<file path="src/rtl/dead_time_bridge_driver.sv">
// H-bridge gate driver with per-leg dead-time insertion.
// Raw gate requests and the enable are synchronised. Each leg then runs a small
// FSM that keeps its high and low gates from ever conducting together. A
// shoot-through request (both gates of a leg at once) latches a fault. The
// fault holds the bridge off until it is cleared while the bridge is disabled.
module dead_time_bridge_driver #(
  parameter logic [7:0] DEAD_TIME   = 8'd25,
  parameter int         SYNC_STAGES = 2
) (
  input  logic       i_clock,
  input  logic       i_RESET,
  input  logic [3:0] i_MOSFET,
  input  logic       i_enable,
  input  logic       i_fault_clear,
  output logic [3:0] o_MOSFET,
  output logic       o_fault,
  output logic [7:0] o_debug
);

  // Leg state codes are visible on o_debug, so the encoding is fixed.
  typedef enum logic [2:0] {
    ST_OFF  = 3'd0,
    ST_DT_H = 3'd1,
    ST_HIGH = 3'd2,
    ST_DT_L = 3'd3,
    ST_LOW  = 3'd4
  } leg_state_e;

  typedef enum logic [1:0] {
    REQ_NONE    = 2'd0,
    REQ_HIGH    = 2'd1,
    REQ_LOW     = 2'd2,
    REQ_ILLEGAL = 2'd3
  } leg_req_e;

  // The counter runs DEAD_TIME-1 down to 0, which gives DEAD_TIME dead cycles.
  localparam logic [7:0] DT_LOAD_C = DEAD_TIME - 8'd1;

  // Classify one leg's synchronised high/low request pair.
  function automatic leg_req_e decode_req(input logic hi, input logic lo);
    leg_req_e r;
    case ({hi, lo})
      2'b10:   r = REQ_HIGH;
      2'b01:   r = REQ_LOW;
      2'b11:   r = REQ_ILLEGAL;
      default: r = REQ_NONE;
    endcase
    return r;
  endfunction

  logic [4:0] sync_r [SYNC_STAGES];
  logic [3:0] mosfet_sync_s;
  logic       enable_sync_s;
  leg_req_e   req_s [2];
  logic       illegal_s;
  logic       force_off_s;
  leg_state_e state_r [2];
  leg_state_e state_nxt_s [2];
  logic [7:0] cnt_r [2];
  logic [7:0] cnt_nxt_s [2];
  logic       fault_r;
  logic       fault_nxt_s;
  logic [3:0] mosfet_r;

  assign {enable_sync_s, mosfet_sync_s} = sync_r[SYNC_STAGES-1];

  // Synchroniser chain for {enable, gate requests}.
  always_ff @(posedge i_clock or posedge i_RESET) begin
    if (i_RESET) begin
      for (int i = 0; i < SYNC_STAGES; i++) begin
        sync_r[i] <= 5'b00000;
      end
    end else begin
      sync_r[0] <= {i_enable, i_MOSFET};
      for (int i = 1; i < SYNC_STAGES; i++) begin
        sync_r[i] <= sync_r[i-1];
      end
    end
  end

  // Decode leg requests. Bits [0]/[2] belong to leg A and bits [1]/[3] to leg B.
  always_comb begin
    req_s[0]    = decode_req(mosfet_sync_s[0], mosfet_sync_s[2]);
    req_s[1]    = decode_req(mosfet_sync_s[1], mosfet_sync_s[3]);
    illegal_s   = (req_s[0] == REQ_ILLEGAL) || (req_s[1] == REQ_ILLEGAL);
    force_off_s = illegal_s || fault_r || !enable_sync_s;
  end

  // Per-leg next state and dead-time counter.
  always_comb begin
    for (int leg = 0; leg < 2; leg++) begin
      state_nxt_s[leg] = state_r[leg];
      cnt_nxt_s[leg]   = cnt_r[leg];
      if (force_off_s) begin
        // A disable or fault turns gates off at once, with no dead time.
        state_nxt_s[leg] = ST_OFF;
        cnt_nxt_s[leg]   = 8'd0;
      end else begin
        case (state_r[leg])
          ST_OFF: begin
            if (req_s[leg] == REQ_HIGH) begin
              state_nxt_s[leg] = ST_DT_H;
              cnt_nxt_s[leg]   = DT_LOAD_C;
            end else if (req_s[leg] == REQ_LOW) begin
              state_nxt_s[leg] = ST_DT_L;
              cnt_nxt_s[leg]   = DT_LOAD_C;
            end else begin
              state_nxt_s[leg] = ST_OFF;
              cnt_nxt_s[leg]   = 8'd0;
            end
          end
          ST_HIGH: begin
            if (req_s[leg] == REQ_HIGH) begin
              state_nxt_s[leg] = ST_HIGH;
            end else begin
              state_nxt_s[leg] = ST_DT_L;
              cnt_nxt_s[leg]   = DT_LOAD_C;
            end
          end
          ST_LOW: begin
            if (req_s[leg] == REQ_LOW) begin
              state_nxt_s[leg] = ST_LOW;
            end else begin
              state_nxt_s[leg] = ST_DT_H;
              cnt_nxt_s[leg]   = DT_LOAD_C;
            end
          end
          ST_DT_H, ST_DT_L: begin
            // The destination is chosen only when the dead time expires, so
            // request glitches inside the window do not restart it.
            if (cnt_r[leg] == 8'd0) begin
              case (req_s[leg])
                REQ_HIGH: state_nxt_s[leg] = ST_HIGH;
                REQ_LOW:  state_nxt_s[leg] = ST_LOW;
                default:  state_nxt_s[leg] = ST_OFF;
              endcase
            end else begin
              cnt_nxt_s[leg] = cnt_r[leg] - 8'd1;
            end
          end
          default: begin
            state_nxt_s[leg] = ST_OFF;
            cnt_nxt_s[leg]   = 8'd0;
          end
        endcase
      end
    end
  end

  // Fault latch. A new shoot-through request beats a simultaneous clear.
  always_comb begin
    fault_nxt_s = fault_r;
    if (illegal_s) begin
      fault_nxt_s = 1'b1;
    end else if (i_fault_clear && !enable_sync_s) begin
      fault_nxt_s = 1'b0;
    end else begin
      fault_nxt_s = fault_r;
    end
  end

  // Leg FSM, counter and fault registers.
  always_ff @(posedge i_clock or posedge i_RESET) begin
    if (i_RESET) begin
      for (int leg = 0; leg < 2; leg++) begin
        state_r[leg] <= ST_OFF;
        cnt_r[leg]   <= 8'd0;
      end
      fault_r <= 1'b0;
    end else begin
      for (int leg = 0; leg < 2; leg++) begin
        state_r[leg] <= state_nxt_s[leg];
        cnt_r[leg]   <= cnt_nxt_s[leg];
      end
      fault_r <= fault_nxt_s;
    end
  end

  // Registered gate drive. Only HIGH and LOW states ever drive a gate.
  always_ff @(posedge i_clock or posedge i_RESET) begin
    if (i_RESET) begin
      mosfet_r <= 4'b0000;
    end else begin
      mosfet_r <= {state_r[1] == ST_LOW,  state_r[0] == ST_LOW,
                   state_r[1] == ST_HIGH, state_r[0] == ST_HIGH};
    end
  end

  assign o_MOSFET = mosfet_r;
  assign o_fault  = fault_r;
  assign o_debug  = {state_r[1], state_r[0], fault_r, enable_sync_s};

endmodule

</file>
<file path="config.mk">
export PLATFORM = sky130hd
export DESIGN_NAME = dead_time_bridge_driver
export DESIGN_NICKNAME = d
export VERILOG_FILES = /design/src/rtl/dead_time_bridge_driver.sv
export SDC_FILE = /design/constraint.sdc
export NUM_CORES = 1
export LEC_CHECK = 0
export CORE_ASPECT_RATIO = 1.5
export CORE_MARGIN = 8
export CORE_UTILIZATION = 56
export CTS_CLUSTER_SIZE = 40
export DETAILED_ROUTE_END_ITERATION = 10
export HOLD_SLACK_MARGIN = 0.12
export MAX_ROUTING_LAYER = met4
export PLACE_DENSITY_LB_ADDON = 0.05
export SLEW_MARGIN = 20
export SYNTH_ARGS = -nofsm -noshare
export SYNTH_HDL_FRONTEND = slang
export SYNTH_SLANG_ARGS = --single-unit
</file>
<file path="constraint.sdc">
create_clock -name i_clock -period 2.6 [get_ports i_clock]
set_clock_uncertainty 0.15 [all_clocks]
set_input_delay 0.78 -clock i_clock [delete_from_list [all_inputs] [get_ports i_clock]]
set_output_delay 0.78 -clock i_clock [all_outputs]
set_load 0.01 [all_outputs]
</file>
==> metrics.md, run 1 <==
| Metric | Value |
|---|---|
| Post-synthesis cell area | 0.00202 mm^2 |
| Initial Util | between 50 and 60% |
| CTS tree | done |
| Worst setup SP type | flip-flop |
| CP Max Fanout | 12 |
| Critical path data required time | 1.67 ns |
| Most numerous cell in the Yosys netlist | dfrtp_1 |
| Synth Flop Type | dfrtp_1 |
| Core area | ~0.0034 mm^2 |
| Pint | between 900 and 1000 uW |
| Antenna Cells | 0 |
| Port bufs | 20 |
| DRT iter0 DRCs | roughly 190 |
| Final worst setup slack | 0.190 ns |
| DRT Wirelength | 4550 um |
| Clock H-tree levels | 2 |
| Overall power | ~1300 uW |
| Max incr delay on CP | between 0.6 and 0.7 ns |
| I/O pin cnt | 21 |
| Fin util | 70.2% |
| CP bufs+invs | 1 |
| Status | completed |
| Largest net degree at the start of global routing | 38 |
| Final hold vios | 0 |
| CTS Buf Count | 5 |
| MaxCap Viol Count | 0 |
| VDD IR-drop max | about 430 uV |
| Count of unique library cells instantiated by Yosys | slightly below 50 |
| Largest family of logic cells by synthesized area | simple AND/OR/NAND/NOR gates |
| Clock share of power | 41.8% |
| Core Rows | 26 |
| HP Class | reg2reg |
| Simple-gate area share of the yosys netlist | between 20% and 30% |
| Setup Crit Path Kind | reg2out |
| Main area contributors after synthesis | dfrtp_1 46%, ha_1 8.7%, a21oi_1 2.5% |
| Synthesized instance count | 193 |
| Synth warn | 0 |
| Slew HR | 53.5% |
| Async S/R FF share, synth | 100% |
| Post-Synth Adder-Cell Area | 8.69% |
| Die X | around 65 um |
| Met3 Usage GRT | 5.27% |
| Slowest stage cell, crit path | clkdlybuf4s50_1 |
| Post-Synth XOR/XNOR Area | less than 1% |
| Synth area leader | dfrtp_1 |
| Yosys reg bits | 37 |
| Max Slew Vio Count | 0 |
| Synthesized area per cell | 10.4 um^2 |
| Setup violators final | 0 |
| Arr. time, crit path | 1.48 ns |
| Met2 usage | 30.2% |
| Post-cts resize count | 0 |
| Synth top cells by count | 37 x dfrtp_1, 14 x ha_1, 13 x inv_1 |
| Detailed Place HPWL | 3330 um |
| Nets@finish | 241 |
| Sequential area share after synthesis | between 40% and 50% |
| Hold path depth | 0 |
| Clk slew on worst S/H paths | 0.07 ns |
| DRC | 0 |
| Worst-skew pair later-pin latency | 0.29 ns |
| Hold-fix buffers at CTS | 0 |
| Vias in the first global route | 1692 |
| Flop pwr share | 48.3% |
| Syn nets | 215 |
| # clock sinks | 37 |
| Area fraction in compound gates after synthesis | 17.1% |
| Top Usage Layer GRT | met2 |
| Crit. End Element | output port |
| Ordered list of cells on the worst path | clkdlybuf4s50_1 |
| Post-route ant nets | 0 |
| Multiplexer share of the synthesized area | just over 2% |
| Setup TNS | 0 ns |
| Initial antenna violation count | 0 |
| Post CTS Setup Buffer Count | 0 |
| Clock root buffer | clkbuf_8 |
| Reg2Reg Launch Point | cnt_r[0]$_DFFE_PP0P_ |
| Synthesis-to-layout area growth | 18.9% |
| Slew @ Worst Pin | 0.691 ns |
| Die ar. | roughly 0.0058 mm^2 |
| LEAKAGE | 0.00107 uW |
| Max Fclk | 415 MHz |
| Switching power total | around 300 uW |
| Combinational power share | under 10% |
| Cell family with most CP delay | buffers and inverters |
| First-pass GRT wire length | 7820 um |
| Reg2reg end | cnt_r[5]$_DFFE_PP0P_ |
| Final period utilization | roughly 90% |
| GP Congestion | between 0.9 and 1 |
| GRT Overall Usage | 17.7% |
| R2R depth | 6 |
| Post-synth EDFFs | 0 |
| Synth top area share | between 40% and 50% |
| RSZ-0062 raised after global routing | no |
| Die Y | a little under 90 um |
| Via density | 6.24 |
| Sw Ratio | 23.9% |
| Min Tclk post-route | 2.41 ns |
| Drt pass-1 iters | 4 |
| Layout Cells excl Fill | between 200 and 300 |
| Dpl cells | 254 |
| P per Cell Area | 526 mW/mm^2 |
| Gr ovfl total | 0 |
| Endpoint, Worst Hold | mosfet_sync_s[1]$_DFF_PP0_ |
| Vias | 1636 |
| R2r setup slk | 0.23 ns |
| Layout cells sized above 1 | 10.9% |
| Drt wl/cell | 17.4 um |
| Placement Setup Slack | about 0.28 ns |
| Met1 Use GR | approximately 18% |
| Min-delay src | sync_r[6]$_DFF_PP0_ |
| CTS Buffer Depth | 2 |
cell families after synthesis:
| kind of cell | Yosys count |
|---|---|
| AND/OR/NAND/NOR | 66 |
| multiplexers | 4 |
| AO/OA/AOI/OAI | 49 |
| flip-flops | 37 |
| buffers and inverters | 22 |
| XOR/XNOR | 1 |
| adder cells (fa/ha/maj) | 14 |
sequential cells by signal (all words and copies together), names as in the netlist:
signal,flops
o_debug,7
cnt_r,16
o_MOSFET,4
o_fault,1
sync_r,5
mosfet_sync_s,4
placed cells by master (no fill, tap or decap), drive strengths merged, types with 5 or more instances in the layout:
| cell type | netlist | final |
|---|---|---|
| a211oi | 6 | 6 |
| a21oi | 11 | 11 |
| a31oi | 5 | 5 |
| buf | 5 | 8 |
| clkbuf | 4 | 6 |
| clkdlybuf4s50 | 0 | 20 |
| dfrtp | 37 | 37 |
| ha | 14 | 14 |
| inv | 13 | 13 |
| nand2 | 8 | 8 |
| nor2 | 9 | 9 |
| nor3 | 9 | 9 |
| nor3b | 6 | 6 |
| o21ai | 8 | 8 |
| o31ai | 5 | 5 |
| or3 | 5 | 5 |
through the flow:
stage | hold WS [ns] | cell area [um^2]
CTS | 0.206 | 2400
floorplan | 0.181 | 2020
finish | 0.204 | 2400
global route | 0.218 | 2400
global placement | 0.185 | 2280
detailed placement | 0.189 | 2280
power by group through the flow:
stage,Combinational (uW),Sequential (uW),Clock [uW]
after floorplan,78.8,616,0
after global placement,120,619,0
final,124,609,528
after CTS,125,609,530
after detailed placement,124,621,0
after global routing,138,612,553
how the worst max path moves through the flow:
| stage | from | end | slack, ns | depth (start not counted) |
|---|---|---|---|---|
| 6_report | o_debug[7]$_DFFE_PP0P_ | o_debug[7] | 0.19 | 1 |
| 5_1_grt | cnt_r[0]$_DFFE_PP0P_ | o_debug[6]$_DFFE_PP0P_ | 0.11 | 6 |
| 4_1_cts | o_debug[2]$_DFFE_PP0P_ | o_debug[2] | 0.19 | 1 |
| 3_5_place_dp | mosfet_sync_s[1]$_DFF_PP0_ | cnt_r[7]$_DFFE_PP0P_ | 0.28 | 6 |
| 3_3_place_gp | mosfet_sync_s[1]$_DFF_PP0_ | cnt_r[7]$_DFFE_PP0P_ | 0.32 | 6 |
| 2_1_floorplan | mosfet_sync_s[1]$_DFF_PP0_ | cnt_r[7]$_DFFE_PP0P_ | 0.47 | 6 |
layer usage:
metal / up-vias / share of wire (%)
met5: - / 0
met1: 811 / 40
li1: 766 / -
met3: 13 / 4.2
met4: 0 / 3.4
met2: 46 / 53
layout make-up:
class	count	area, um^2
fillers	273	1020
inverters	13	48.8
repair buffers	28	260
clock inverters	2	37.5
clock buffers	6	82.6
flip-flops and latches	37	926
well taps	42	52.6
multi-input cells	134	990
Power figures use the tool's default switching activity.
==> run 2: changes to the inputs <==
--- a/config.mk
+++ b/config.mk
@@ -7,7 +7,7 @@
 export LEC_CHECK = 0
 export CORE_ASPECT_RATIO = 1.5
 export CORE_MARGIN = 8
-export CORE_UTILIZATION = 56
+export CORE_UTILIZATION = 44
 export CTS_CLUSTER_SIZE = 40
 export DETAILED_ROUTE_END_ITERATION = 10
 export HOLD_SLACK_MARGIN = 0.12
@@ -17,3 +17,4 @@
 export SYNTH_ARGS = -nofsm -noshare
 export SYNTH_HDL_FRONTEND = slang
 export SYNTH_SLANG_ARGS = --single-unit
+export TNS_END_PERCENT = 5
==> run 2 against run 1 <==
Register-to-register slack worse by 0.12 ns. Sequential power is essentially flat. Final cell count rose by 2.3%. Critical path type is now reg2reg. Largest cell class unchanged. Largest power group unchanged. Highest routed layer unchanged.
==> metrics.md, run 2 (synthesis results as in run 1) <==
| Metric | Value |
|---|---|
| Status | completed |
| DRT iter0 DRCs | 90 (-53%) |
| Initial Util | 45.1% (-14 points) |
| Initial antenna violation count | 0 (unchanged) |
| Slew HR | 54.0% (+0.52 points) |
| DRC | 0 (unchanged) |
| Clock root buffer | clkbuf_8 |
| Setup violators final | 0 (unchanged) |
| GP Congestion | 0.903 (-7.2%) |
| First-pass GRT wire length | 7290 um (-6.8%) |
| Reg with most FFs | cnt_r |
| Max reg flops | 16 (unchanged) |
| Min Tclk post-route | 2.49 ns (+0.0821 ns) |
| Slowest stage cell, crit path | or4b_1 |
| Nets@finish | 241 (unchanged) |
| DRT Wirelength | 4320 um (-5.0%) |
| Vias | 1582 (-3.3%) |
| P per Cell Area | 522 mW/mm^2 (-0.82%) |
| Slew @ Worst Pin | 0.684 ns (-0.00775 ns) |
| Ordered list of cells on the worst path | ha_1, or4b_1, buf_4, a211oi_1, a41oi_1, a31oi_1 |
| VDD IR-drop max | 290 uV (-32%) |
| Synthesis-to-layout area growth | 19.3% |
| Arr. time, crit path | 2.56 ns (+1.08 ns) |
| Final worst setup slack | 0.108 ns (-0.0821 ns) |
| Drt wl/cell | 16.1 um (-7.1%) |
| Drt pass-1 iters | 4 (unchanged) |
| Dpl cells | 260 (+2.4%) |
| Gr ovfl total | 0 (unchanged) |
| MaxCap Viol Count | 0 (unchanged) |
| Setup Crit Path Kind | reg2reg |
| Detailed Place HPWL | 3220 um (-3.2%) |
| Most frequent cells in the layout | 37 x dfrtp_1, 20 x clkdlybuf4s50_1, 14 x ha_1 |
| GRT Overall Usage | 13.2% (-4.5 points) |
| Setup TNS | 0 ns (unchanged) |
| Crit. End Element | flip-flop |
| Port bufs | 20 (unchanged) |
| Final hold vios | 0 (unchanged) |
| Clk slew on worst S/H paths | 0.07 ns (about the same) |
| Leading cell type in the layout, fill and taps excluded | dfrtp_1 |
| Vias in the first global route | 1626 (-3.9%) |
| Post-route ant nets | 0 (unchanged) |
| Hold slack | 0.203 ns (-0.00116 ns) |
| CTS Buf Count | 5 (unchanged) |
| Via density | 5.90 (-5.5%) |
| Layout Cells excl Fill | 268 (+2.3%) |
| Layout cells sized above 1 | 10.9% (unchanged) |
| Critical path data required time | 2.66 ns (+0.99 ns) |
| Largest net degree at the start of global routing | 38 (unchanged) |
| Final period utilization | 95.9% (+3.2 points) |
| CP Max Fanout | 18 (+6) |
| Core area | 0.00447 mm^2 (+31%) |
| Die X | 71.3 um (+9.7%) |
| Core Rows | 30 (+15%) |
| Hold-fix buffers at CTS | 0 (unchanged) |
| CTS tree | done |
| Antenna Cells | 0 (unchanged) |
| Post CTS Setup Buffer Count | 0 (unchanged) |
| # clock sinks | 37 (unchanged) |
| I/O pin cnt | 21 (unchanged) |
| Max Fclk | 401 MHz (-3.3%) |
| Worst setup SP type | flip-flop |
| HP Class | reg2reg |
| CTS Buffer Depth | 2 (unchanged) |
| Post-cts resize count | 0 (unchanged) |
| LEAKAGE | 0.00106 uW (-0.12%) |
| Die Y | 98.9 um (+11%) |
| Worst-skew pair later-pin latency | 0.29 ns (about the same) |
| Max Slew Vio Count | 0 (unchanged) |
| Placement Setup Slack | 0.148 ns (-0.132 ns) |
| Die ar. | 0.00705 mm^2 (+21%) |
| Clock H-tree levels | 2 (unchanged) |
| RSZ-0062 raised after global routing | no |
| Max incr delay on CP | 0.51 ns (-0.11 ns) |
## run 2: cell counts in the layout (fill, tap and decap cells not counted)
No cell type changed its count.
## run 2: metal layers
layer	GRT usage, %	part of all wire, %
met5	-	0
met2	23.9	56
met4	6.12	2.1
met1	13.1	40
met3	2.54	2.4
## run 2: layout make-up
cell class / count / area (um^2)
Tap cell: 48 / 60.1
Clock buffer: 6 / 82.6
Multi-Input combinational cell: 134 / 990
Fill cell: 395 / 2060
Timing Repair Buffer: 28 / 260
Clock inverter: 2 / 37.5
Sequential cell: 37 / 926
Inverter: 13 / 48.8
## run 2: worst paths after layout
check                                           start                         end  slack [ns]  cells after the start
setup / recovery           mosfet_sync_s[1]$_DFF_PP0_        cnt_r[5]$_DFFE_PP0P_        0.11                      6
hold / removal                    sync_r[8]$_DFF_PP0_  mosfet_sync_s[3]$_DFF_PP0_        0.20                      0
setup reg to reg           mosfet_sync_s[1]$_DFF_PP0_        cnt_r[5]$_DFFE_PP0P_        0.11                      6
hold reg to reg                   sync_r[8]$_DFF_PP0_  mosfet_sync_s[3]$_DFF_PP0_        0.20                      0
max in group asynchronous                     i_RESET       o_MOSFET[2]$_DFF_PP0_        1.22                      3
min in group asynchronous                     i_RESET         sync_r[6]$_DFF_PP0_        0.75                      3
## run 2: worst max-delay path: cells and delay by family (launching register included)
family | cells | cell delay (ns)
buffers and inverters | 1 | 0.22
AO/OA/AOI/OAI | 3 | 0.86
flip-flops | 1 | 0.41
adder cells (fa/ha/maj) | 1 | 0.25
AND/OR/NAND/NOR | 1 | 0.51
## run 2: metrics by stage
stage | total power, uW | area, um^2 | utilization [%]
floorplan | 695 | 2020 | -
global placement | 743 | 2280 | 51.1
detailed placement | 744 | 2280 | 51.1
CTS | 1270 | 2400 | 53.8
global route | 1300 | 2400 | 53.8
finish | 1250 | 2400 | 53.8
## run 2: power breakdown
part | switching, uW | internal [uW] | total (uW)
logic | 65.8 | 57.3 | 123
registers | 18.4 | 591 | 609
clock network | 210 | 312 | 522
